`config.mk`:
```
export PLATFORM = sky130hd
export DESIGN_NAME = uart_mem_cmd_ctrl
export DESIGN_NICKNAME = d
export VERILOG_FILES = /design/src/rtl/ie_defs.sv /design/src/rtl/uart_mem_cmd_ctrl.sv
export SDC_FILE = /design/constraint.sdc
export NUM_CORES = 1
export LEC_CHECK = 0
export CORE_MARGIN = 1.5
export CORE_UTILIZATION = 65
export CTS_BUF_LIST = sky130_fd_sc_hd__clkbuf_4
export DETAILED_ROUTE_END_ITERATION = 8
export DONT_BUFFER_PORTS = 1
export PLACE_DENSITY = 0.85
export SLEW_MARGIN = 5
export SYNTH_ARGS = -nofsm -noshare
export SYNTH_HDL_FRONTEND = slang
export SYNTH_SLANG_ARGS = --single-unit
```
`constraint.sdc`:
```
create_clock -name clk -period 2.58 [get_ports clk]
set_clock_uncertainty 0.2 [all_clocks]
set_input_delay 0.516 -clock clk [delete_from_list [all_inputs] [get_ports clk]]
set_output_delay 0.516 -clock clk [all_outputs]
set_load 0.02 [all_outputs]
```
`src/rtl/ie_defs.sv`:
```
// Shared definitions for the UART memory command controller:
// command opcodes and the controller state encoding.
package ie_defs;

   localparam logic [7:0] CMD_WRITE = 8'h02;
   localparam logic [7:0] CMD_READ  = 8'h03;
   localparam logic [7:0] CMD_HALT  = 8'h06;
   localparam logic [7:0] CMD_RUN   = 8'h07;

   typedef enum logic [3:0] {
      StIdle,
      StGetAh,
      StGetAl,
      StGetData,
      StBusWr,
      StBusRd,
      StRdWait,
      StTxReq,
      StTxWait
   } state_e;

endpackage

```
`src/rtl/uart_mem_cmd_ctrl.sv`:
```
// UART command controller: parses WRITE/READ/HALT/RUN byte commands and, while the CPU
// is halted, takes over the shared memory bus to service them.
module uart_mem_cmd_ctrl
   import ie_defs::*;
#(
   parameter int unsigned MEM_RD_LAT = 1,
   parameter int unsigned RX_TIMEOUT = 1000000
) (
   input  logic        clk,
   input  logic        rst,
   input  logic        rx_valid,
   input  logic [7:0]  rx_data,
   output logic        tx_start,
   output logic [7:0]  tx_data,
   input  logic        tx_active,
   input  logic        tx_done,
   input  logic [15:0] cpu_addr,
   input  logic [7:0]  cpu_wdata,
   input  logic        cpu_we,
   output logic [7:0]  cpu_rdata,
   output logic [15:0] mem_addr,
   output logic [7:0]  mem_wdata,
   output logic        mem_we,
   output logic        mem_re,
   input  logic [7:0]  mem_rdata,
   output logic        cpu_halt,
   output logic [15:0] sys_addr
);

   localparam int unsigned GapW = $clog2(RX_TIMEOUT + 1);
   localparam logic [GapW-1:0] GapMax  = GapW'(RX_TIMEOUT);
   localparam logic [GapW-1:0] GapLast = GapW'(RX_TIMEOUT - 1);
   localparam logic [7:0] LatLast = 8'(MEM_RD_LAT - 1);

   state_e          state_q;
   logic            is_wr_q;
   logic [15:0]     addr_q;
   logic [7:0]      data_q;
   logic [GapW-1:0] gap_q;
   logic [7:0]      lat_q;
   logic            in_get;
   logic            timeout;

   assign in_get  = state_q inside {StGetAh, StGetAl, StGetData};
   assign timeout = !rx_valid && (gap_q == GapLast);

   always_ff @(posedge clk or negedge rst) begin
      if (!rst) begin
         state_q  <= StIdle;
         is_wr_q  <= 1'b0;
         addr_q   <= '0;
         data_q   <= '0;
         gap_q    <= '0;
         lat_q    <= '0;
         cpu_halt <= 1'b0;
         tx_start <= 1'b0;
         tx_data  <= '0;
         sys_addr <= '0;
      end else begin
         tx_start <= 1'b0;

         // Byte-gap counter: cleared on each accepted byte, saturates instead of wrapping.
         if (!in_get || rx_valid) begin
            gap_q <= '0;
         end else if (gap_q != GapMax) begin
            gap_q <= gap_q + GapW'(1);
         end

         case (state_q)
            StIdle: begin
               if (rx_valid) begin
                  case (rx_data)
                     CMD_WRITE: begin
                        is_wr_q <= 1'b1;
                        state_q <= StGetAh;
                     end
                     CMD_READ: begin
                        is_wr_q <= 1'b0;
                        state_q <= StGetAh;
                     end
                     CMD_HALT: cpu_halt <= 1'b1;
                     CMD_RUN:  cpu_halt <= 1'b0;
                     default: ;
                  endcase
               end
            end
            StGetAh: begin
               if (rx_valid) begin
                  addr_q[15:8] <= rx_data;
                  state_q      <= StGetAl;
               end else if (timeout) begin
                  state_q <= StIdle;
               end
            end
            StGetAl: begin
               if (rx_valid) begin
                  addr_q[7:0] <= rx_data;
                  if (is_wr_q) begin
                     state_q <= StGetData;
                  end else if (cpu_halt) begin
                     state_q <= StBusRd;
                  end else begin
                     // CPU owns the bus: answer a read without touching memory.
                     tx_data <= 8'hFF;
                     state_q <= StTxReq;
                  end
               end else if (timeout) begin
                  state_q <= StIdle;
               end
            end
            StGetData: begin
               if (rx_valid) begin
                  data_q  <= rx_data;
                  state_q <= cpu_halt ? StBusWr : StIdle;
               end else if (timeout) begin
                  state_q <= StIdle;
               end
            end
            StBusWr: begin
               sys_addr <= addr_q;
               state_q  <= StIdle;
            end
            StBusRd: begin
               sys_addr <= addr_q;
               lat_q    <= '0;
               state_q  <= StRdWait;
            end
            StRdWait: begin
               if (lat_q == LatLast) begin
                  tx_data <= mem_rdata;
                  state_q <= StTxReq;
               end else begin
                  lat_q <= lat_q + 8'd1;
               end
            end
            StTxReq: begin
               if (!tx_active) begin
                  tx_start <= 1'b1;
                  state_q  <= StTxWait;
               end
            end
            StTxWait: begin
               if (tx_done) state_q <= StIdle;
            end
            default: state_q <= StIdle;
         endcase
      end
   end

   assign mem_addr  = cpu_halt ? addr_q : cpu_addr;
   assign mem_wdata = cpu_halt ? data_q : cpu_wdata;
   assign mem_we    = cpu_halt ? (state_q == StBusWr) : cpu_we;
   assign mem_re    = cpu_halt && (state_q == StBusRd);
   assign cpu_rdata = mem_rdata;

endmodule

```
==> impl_metrics.ini, run 1 <==
[synthesis]
synth_xor_area_share_pct = 3.14
synth_top_cell_by_area = dfrtp_1
synth_edf_count = 0
synth_top_family_by_area = multiplexers
async_flop_share_pct = 100
syn_area_sq_mm = 0.00419
synthAdderAreaFrac_pct = 1.19
synth_cell_type_count = 45
synth_flop_cell = dfrtp_1
synth_cells = 376
ys_ff_latch = 83
syn_avg_cell_area_sq_um = 11.1
synthesis.nets = 426
synth_warnings = 0
synth_compound_area_share_pct = 5.32
yosys.area_share.simple_pct = 16.1
synth.area.top_cells = dfrtp_1, mux2_2, mux2_1, nor2_1, mux2i_1
synth_seq_area_share_pct = 49.6
synth_top_area_share_pct = 49.6
synthMuxAreaShare_pct = 19.6

[timing]
grt_setup_unrepaired = false
finalSetupViolCount = 0
setup_tns_ns = 0
slew_headroom_pct = 65.5
drv_slew = 0
max_freq_mhz = 415
fin_crit_sh_pct = 93.3
finalCriticalPeriod_ns = 2.41
worstMarginPinSlew_ns = 0.515
finalHoldViolCount = 0

[cells_and_area]
syn2layout_area_growth_pct = 7.05
seq_area_sq_mm = 0.00208
n_antenna_cell = 0
fill_cells = 457
final_common_cell = dfrtp_1
final_cell_mix = dfrtp_1, mux2_2, nor2_1, inv_1, mux2_1
layout.nets = 429
fin_cells = 461
multi_input_area_sq_mm = 0.00190
drive_above_1_share_pct = 20.1

[setup_path]
r2r_end = state_q[0]
critical_path_required_ns = 1.86
path_delay_family = simple AND/OR/NAND/NOR gates
startpoint = state_q[2]
critPathBufInv = 0
r2r_cells = 6
rr_startpoint = lat_q[0]
critPathSlowestCell = dfrtp_1
rrSetupSlack_ns = 0.51
crit_type = flip-flop to output port
cpPeakStageDelay_ns = 0.50
path_max_fanout = 9
cp-end-kind = output port
crit_chain = nor2b_1, and3b_1, and2_1
worstPathArrival_ns = 1.69
start_kind = flip-flop

[run]
cap_viol_max_count = 0

[clocking]
clkTransAtPathRegs_ns = 0.14
insertion_delay_ns = 0.42
h-tree-depth = 3
clock_path_buffers = 2
cts_tree = yes
cts_setup_buffers = 0
cts-root-buf = clkbuf_4
cts_inserted_buffers = 9
cts_sinks = 83

[power]
power.share.switching_pct = 39.9
finalPower_uw = 4350
peakVddDrop_v = 0.000811
comb_power_share_pct = 31.5
p_leak_uw = 0.00200
power_switching_uw = 1730
p_clk_share_pct = 17.8
power_density_mw_per_mm2 = 969
pwr-share-seq_pct = 50.7
p_int_uw = 2610

[worst_hold_path]
holdPathStages = 1
hold_end = data_q[0]
hp-start = rx_data[0]
hold_path_class = input port to flip-flop

[floorplanning]
io_pins = 106
design.core.area_sq_mm = 0.00628
die_w_microns = 83.3
rows = 29
initial_utilization_pct = 66.7
die_h_microns = 83.3
design.die.area_sq_mm = 0.00694

[grt]
antenna_found_initial = 0
overflow = 0
grt_max_degree = 84
gr-usage-all-layers_pct = 24.9
grt_pass1_vias = 2887
grt_pass1_wl_microns = 13900

[place]
dp_hpwl_microns = 5620
dp_cells = 434
place.gp.congestion = 0.840
io_buffers = 0

[drt]
drt_iter0_markers = 124
route.antenna.remaining_nets = 0
wl_per_cell_microns = 17.8
dr_total_vias = 2795
drt_drc_violations_left = 0
dr.pass1.iters = 4
wl_microns = 8190
via_per_inst = 6.06

[outcome]
status = finished, final reports clean
==> routing by layer <==
| layer | wire length, microns | GRT usage (%) | vias to the layer above |
|---|---|---|---|
| met4 | 111 | 9.24 | 0 |
| met5 | 0 | 0 | - |
| met2 | 4090 | 40.8 | 89 |
| li1 | - | - | 1328 |
| met1 | 3500 | 31.1 | 1369 |
| met3 | 483 | 8.05 | 9 |
==> worst register-to-register path, delay by kind of cell, from the launching register on <==
family,cells,cell delay [ns]
AND/OR/NAND/NOR,2,0.74
flip-flops,1,0.42
AO/OA/AOI/OAI,2,0.38
adder cells (fa/ha/maj),1,0.16
buffers and inverters,1,0.10
==> Yosys cell counts (4+ instances only) <==
cell	count
nor3_1	5
or3_1	8
xnor2_1	6
buf_4	9
nor2_1	30
dfrtp_1	83
nand2_1	13
nand4_1	9
xor2_1	9
a21oi_1	13
clkbuf_1	7
mux2_2	48
ha_1	4
and4_1	5
buf_2	7
mux2_1	16
o21ai_0	13
inv_1	19
nand3_1	14
nor2b_1	5
mux2i_1	10
nor4_1	6
==> state kept, by name (all words and copies together), names as in the netlist <==
name / flops
addr_q: 16
cpu_halt: 1
data_q: 8
gap_q: 20
is_wr_q: 1
lat_q: 8
state_q: 4
sys_addr: 16
tx_data: 8
tx_start: 1
==> how the worst max path moves through the flow <==
stage          slack [ns]  cells past startpoint          to
4_1_cts              0.14                      3      mem_re
6_report             0.17                      3      mem_re
3_5_place_dp         0.56                      6  state_q[0]
2_1_floorplan        0.50                      5      mem_re
3_3_place_gp         0.60                      6  state_q[0]
5_1_grt              0.05                      3      mem_re
==> area by class of cell <==
type	count	area share, %
tap	77	2.15
clock inverter	7	1.70
sequential	83	46.3
clock buffer	9	1.51
inverter	19	1.59
multi-input combinational	248	42.4
timing repair buffer	18	4.30
==> logic make-up after synthesis <==
| logic type | count (synthesis) |
|---|---|
| fa+ha+maj | 4 |
| xor+xnor | 15 |
| flops | 83 |
| compound gates | 38 |
| mux | 74 |
| simple gates | 117 |
| buf+inv | 45 |
==> power by group through the flow <==
stage          Clock [uW]  Combinational, uW  Sequential, uW
2_1_floorplan           0               1230            2090
3_3_place_gp            0               1280            2200
3_5_place_dp            0               1330            2230
4_1_cts               786               1370            2200
5_1_grt               855               1490            2260
6_report              773               1370            2200
==> timing repair <==
action	CTS	global route
resized for setup	0	0
endpoints found under the hold margin	86	12
hold buffers	4	7
==> through the flow <==
step | setup slack, ns | utilization, % | area (sq um) | hold WS, ns
finish | 0.173 | 71.4 | 4480 | 0.0379
global route | 0.0529 | 71.4 | 4480 | 0.00240
CTS | 0.141 | 70.3 | 4410 | 0.00105
detailed placement | 0.556 | 67.1 | 4210 | 0.0220
global placement | 0.604 | 67.1 | 4210 | 0.0222
floorplan | 0.498 | - | 4190 | 0.0204
(Power assumes the default switching activity.)
==> run 2, diff against run 1 <==
--- a/config.mk
+++ b/config.mk
@@ -5,6 +5,7 @@
 export SDC_FILE = /design/constraint.sdc
 export NUM_CORES = 1
 export LEC_CHECK = 0
+export ABC_AREA = 1
 export CORE_MARGIN = 1.5
 export CORE_UTILIZATION = 65
 export CTS_BUF_LIST = sky130_fd_sc_hd__clkbuf_4
==> run 2 against run 1 <==
Flip-flop and latch count unchanged. First-iteration DRC count increased by 89%. Worst setup slack improved by 0.074 ns. Critical path depth increased by 1. Design area increased by 1.6%. Die area increased by 1.5%. Routed wire length increased by 16%. Via count increased by 33%. Hold slack improved by 0.00063 ns. Combinational power decreased by 41%. Critical endpoint unchanged. Highest routed layer unchanged.
==> impl_metrics.ini, run 2 <==
[outcome]
status = finished, final reports clean

[synthesis]
synth_edf_count = 0
async_flop_share_pct = 100
synth_warnings = 0
synth_flop_cell = dfrtp_1
synth_top_area_share_pct = 48.8
syn_avg_cell_area_sq_um = 7.61
synthesis.nets = 609
ys_ff_latch = 83
synth_cells = 559
synth_seq_area_share_pct = 48.8
synth_top_cell_by_area = dfrtp_1
synthMostInstantiatedCell = nand2_1
synth_cell_type_count = 34
yosys-top-cells-count = nand2_1, dfrtp_1, inv_1
synth.area.top_cells = dfrtp_1, nand2_1, o21ai_0, inv_1, nor2_1
syn_area_sq_mm = 0.00425

[cells_and_area]
largest_register_ffs = 20
final_common_cell = nand2_1
fin_cells = 652
top_register = gap_q
finalInstanceArea_sq_mm = 0.00456
n_antenna_cell = 0
final_cell_mix = nand2_1, dfrtp_1, inv_1, nor2_1, o21ai_0
final_util_pct = 71.7
drive_above_1_share_pct = 8.00
reg.largest.list = gap_q (20), addr_q (16), sys_addr (16)
layout.nets = 621
syn2layout_area_growth_pct = 7.12

[clocking]
cts_tree = yes
cts_setup_buffers = 0
cts_sinks = 83
clock_path_buffers = 2
clkTransAtPathRegs_ns = 0.12
h-tree-depth = 3
cts_resized = 0
cts_inserted_buffers = 9
insertion_delay_ns = 0.43
cts-root-buf = clkbuf_4

[place]
dp_cells = 634
place_area_sq_mm = 0.00438
io_buffers = 0
dp_hpwl_microns = 6850
place.gp.congestion = 0.946

[grt]
antenna_found_initial = 0
gr-usage-all-layers_pct = 27.9
grt_pass1_vias = 3444
grt_pass1_wl_microns = 15800
grt_max_degree = 84
overflow = 0

[power]
comb_power_share_pct = 25.7
finalPower_uw = 3160
p_leak_uw = 0.00221
power_density_mw_per_mm2 = 694
p_int_uw = 2050
power_switching_uw = 1110
power.share.switching_pct = 35.1
peakVddDrop_v = 0.000532
p_clk_share_pct = 23.3
pwr-share-seq_pct = 51.0

[timing]
grt_setup_unrepaired = false
setup_tns_ns = 0
fin_crit_sh_pct = 90.4
max_freq_mhz = 429
drv_slew = 0
slew_headroom_pct = 48.3
worstMarginPinSlew_ns = 0.774
finalCriticalPeriod_ns = 2.33
finalSetupViolCount = 0
finalHoldViolCount = 0

[floorplanning]
design.core.area_sq_mm = 0.00635
rows = 29
die_h_microns = 83.9
io_pins = 106
die_w_microns = 83.9
design.die.area_sq_mm = 0.00704
initial_utilization_pct = 67.0

[drt]
wl_microns = 9470
drt_iter0_markers = 234
via_per_inst = 5.69
dr.pass1.iters = 5
route.antenna.remaining_nets = 0
drt_drc_violations_left = 0
dr_total_vias = 3712
wl_per_cell_microns = 14.5

[setup_path]
cp-end-kind = output port
critical_path_required_ns = 1.86
crit_type = flip-flop to output port
start_kind = flip-flop
path_max_fanout = 6
rrSetupSlack_ns = 0.58
worstPathArrival_ns = 1.62

[run]
cap_viol_max_count = 0

[worst_hold_path]
hold_path_class = input port to flip-flop
## run 2: cell count changes after synthesis, moves of 6 or more
cell	before	now
mux2_1	16	0
nand3_1	14	26
nand2_1	13	152
or3_1	8	0
inv_1	19	69
o21ai_0	13	66
mux2_2	48	0
nor3_1	5	14
mux2i_1	10	0
nor2_1	30	68
buf_2	7	1
## run 2: power groups by stage
stage	sequential, uW	clock [uW]	combinational, uW
after floorplan	1610	0	551
after global placement	1630	0	751
after detailed placement	1640	0	780
after CTS	1610	743	815
after global routing	1630	800	897
final	1610	736	812
## run 2: final timing paths
| kind | start | end | depth (start not counted) |
|---|---|---|---|
| min in group asynchronous | rst | sys_addr[4] | 2 |
| hold reg to reg | addr_q[6] | addr_q[6] | 2 |
| max in group asynchronous | rst | gap_q[9] | 2 |
| hold / removal | tx_active | state_q[0] | 2 |
| setup reg to reg | lat_q[0] | lat_q[5] | 9 |
| setup / recovery | state_q[1] | mem_re | 4 |
## run 2: cell type report
| type | count | area (sq um) |
|---|---|---|
| sequential | 83 | 2080 |
| fill | 502 | 1790 |
| multi-input combinational | 382 | 1780 |
| inverter | 72 | 270 |
| timing repair buffer | 23 | 198 |
| tap | 77 | 96.3 |
| clock buffer | 10 | 75.1 |
| clock inverter | 5 | 55.1 |
## run 2: routing by layer
metal	vias to the layer above	track usage (%)	part of all wire, %	wire length (microns)
li1	1798	-	-	-
met1	1687	38.0	42	4010
met2	199	43.7	47	4400
met3	28	6.73	8.8	832
met4	0	10.1	2.4	224
met5	-	0	0	0
## run 2: repair_timing
item,CTS,global route
endpoints found under the hold margin,85,0
hold buffers,3,0
endpoints found under the setup margin,0,0
## run 2: worst max-delay path, cell delays in order, from the launching register on
cell,delay (ns)
dfrtp_1,0.47
nor2_1,0.25
nand2_1,0.20
nor2_1,0.13
buf_4,0.15
## run 2: logic make-up (layout without fill, tap and decap cells)
| group | after synthesis | count (layout) | synth area share, % |
|---|---|---|---|
| buffers and inverters | 94 | 110 | 9.21 |
| adder cells (fa/ha/maj) | 4 | 4 | 1.18 |
| flip-flops | 83 | 83 | 48.8 |
| XOR/XNOR | 10 | 10 | 2.06 |
| AND/OR/NAND/NOR | 274 | 274 | 26.7 |
| AO/OA/AOI/OAI | 94 | 94 | 12.0 |
## run 2: stage by stage
stage	hold WS (ns)	worst slack [ns]
2_1_floorplan	0.0204	0.468
3_3_place_gp	0.0229	0.710
3_5_place_dp	0.0221	0.633
4_1_cts	0.0306	0.235
5_1_grt	0.0261	0.0984
6_report	0.0386	0.247
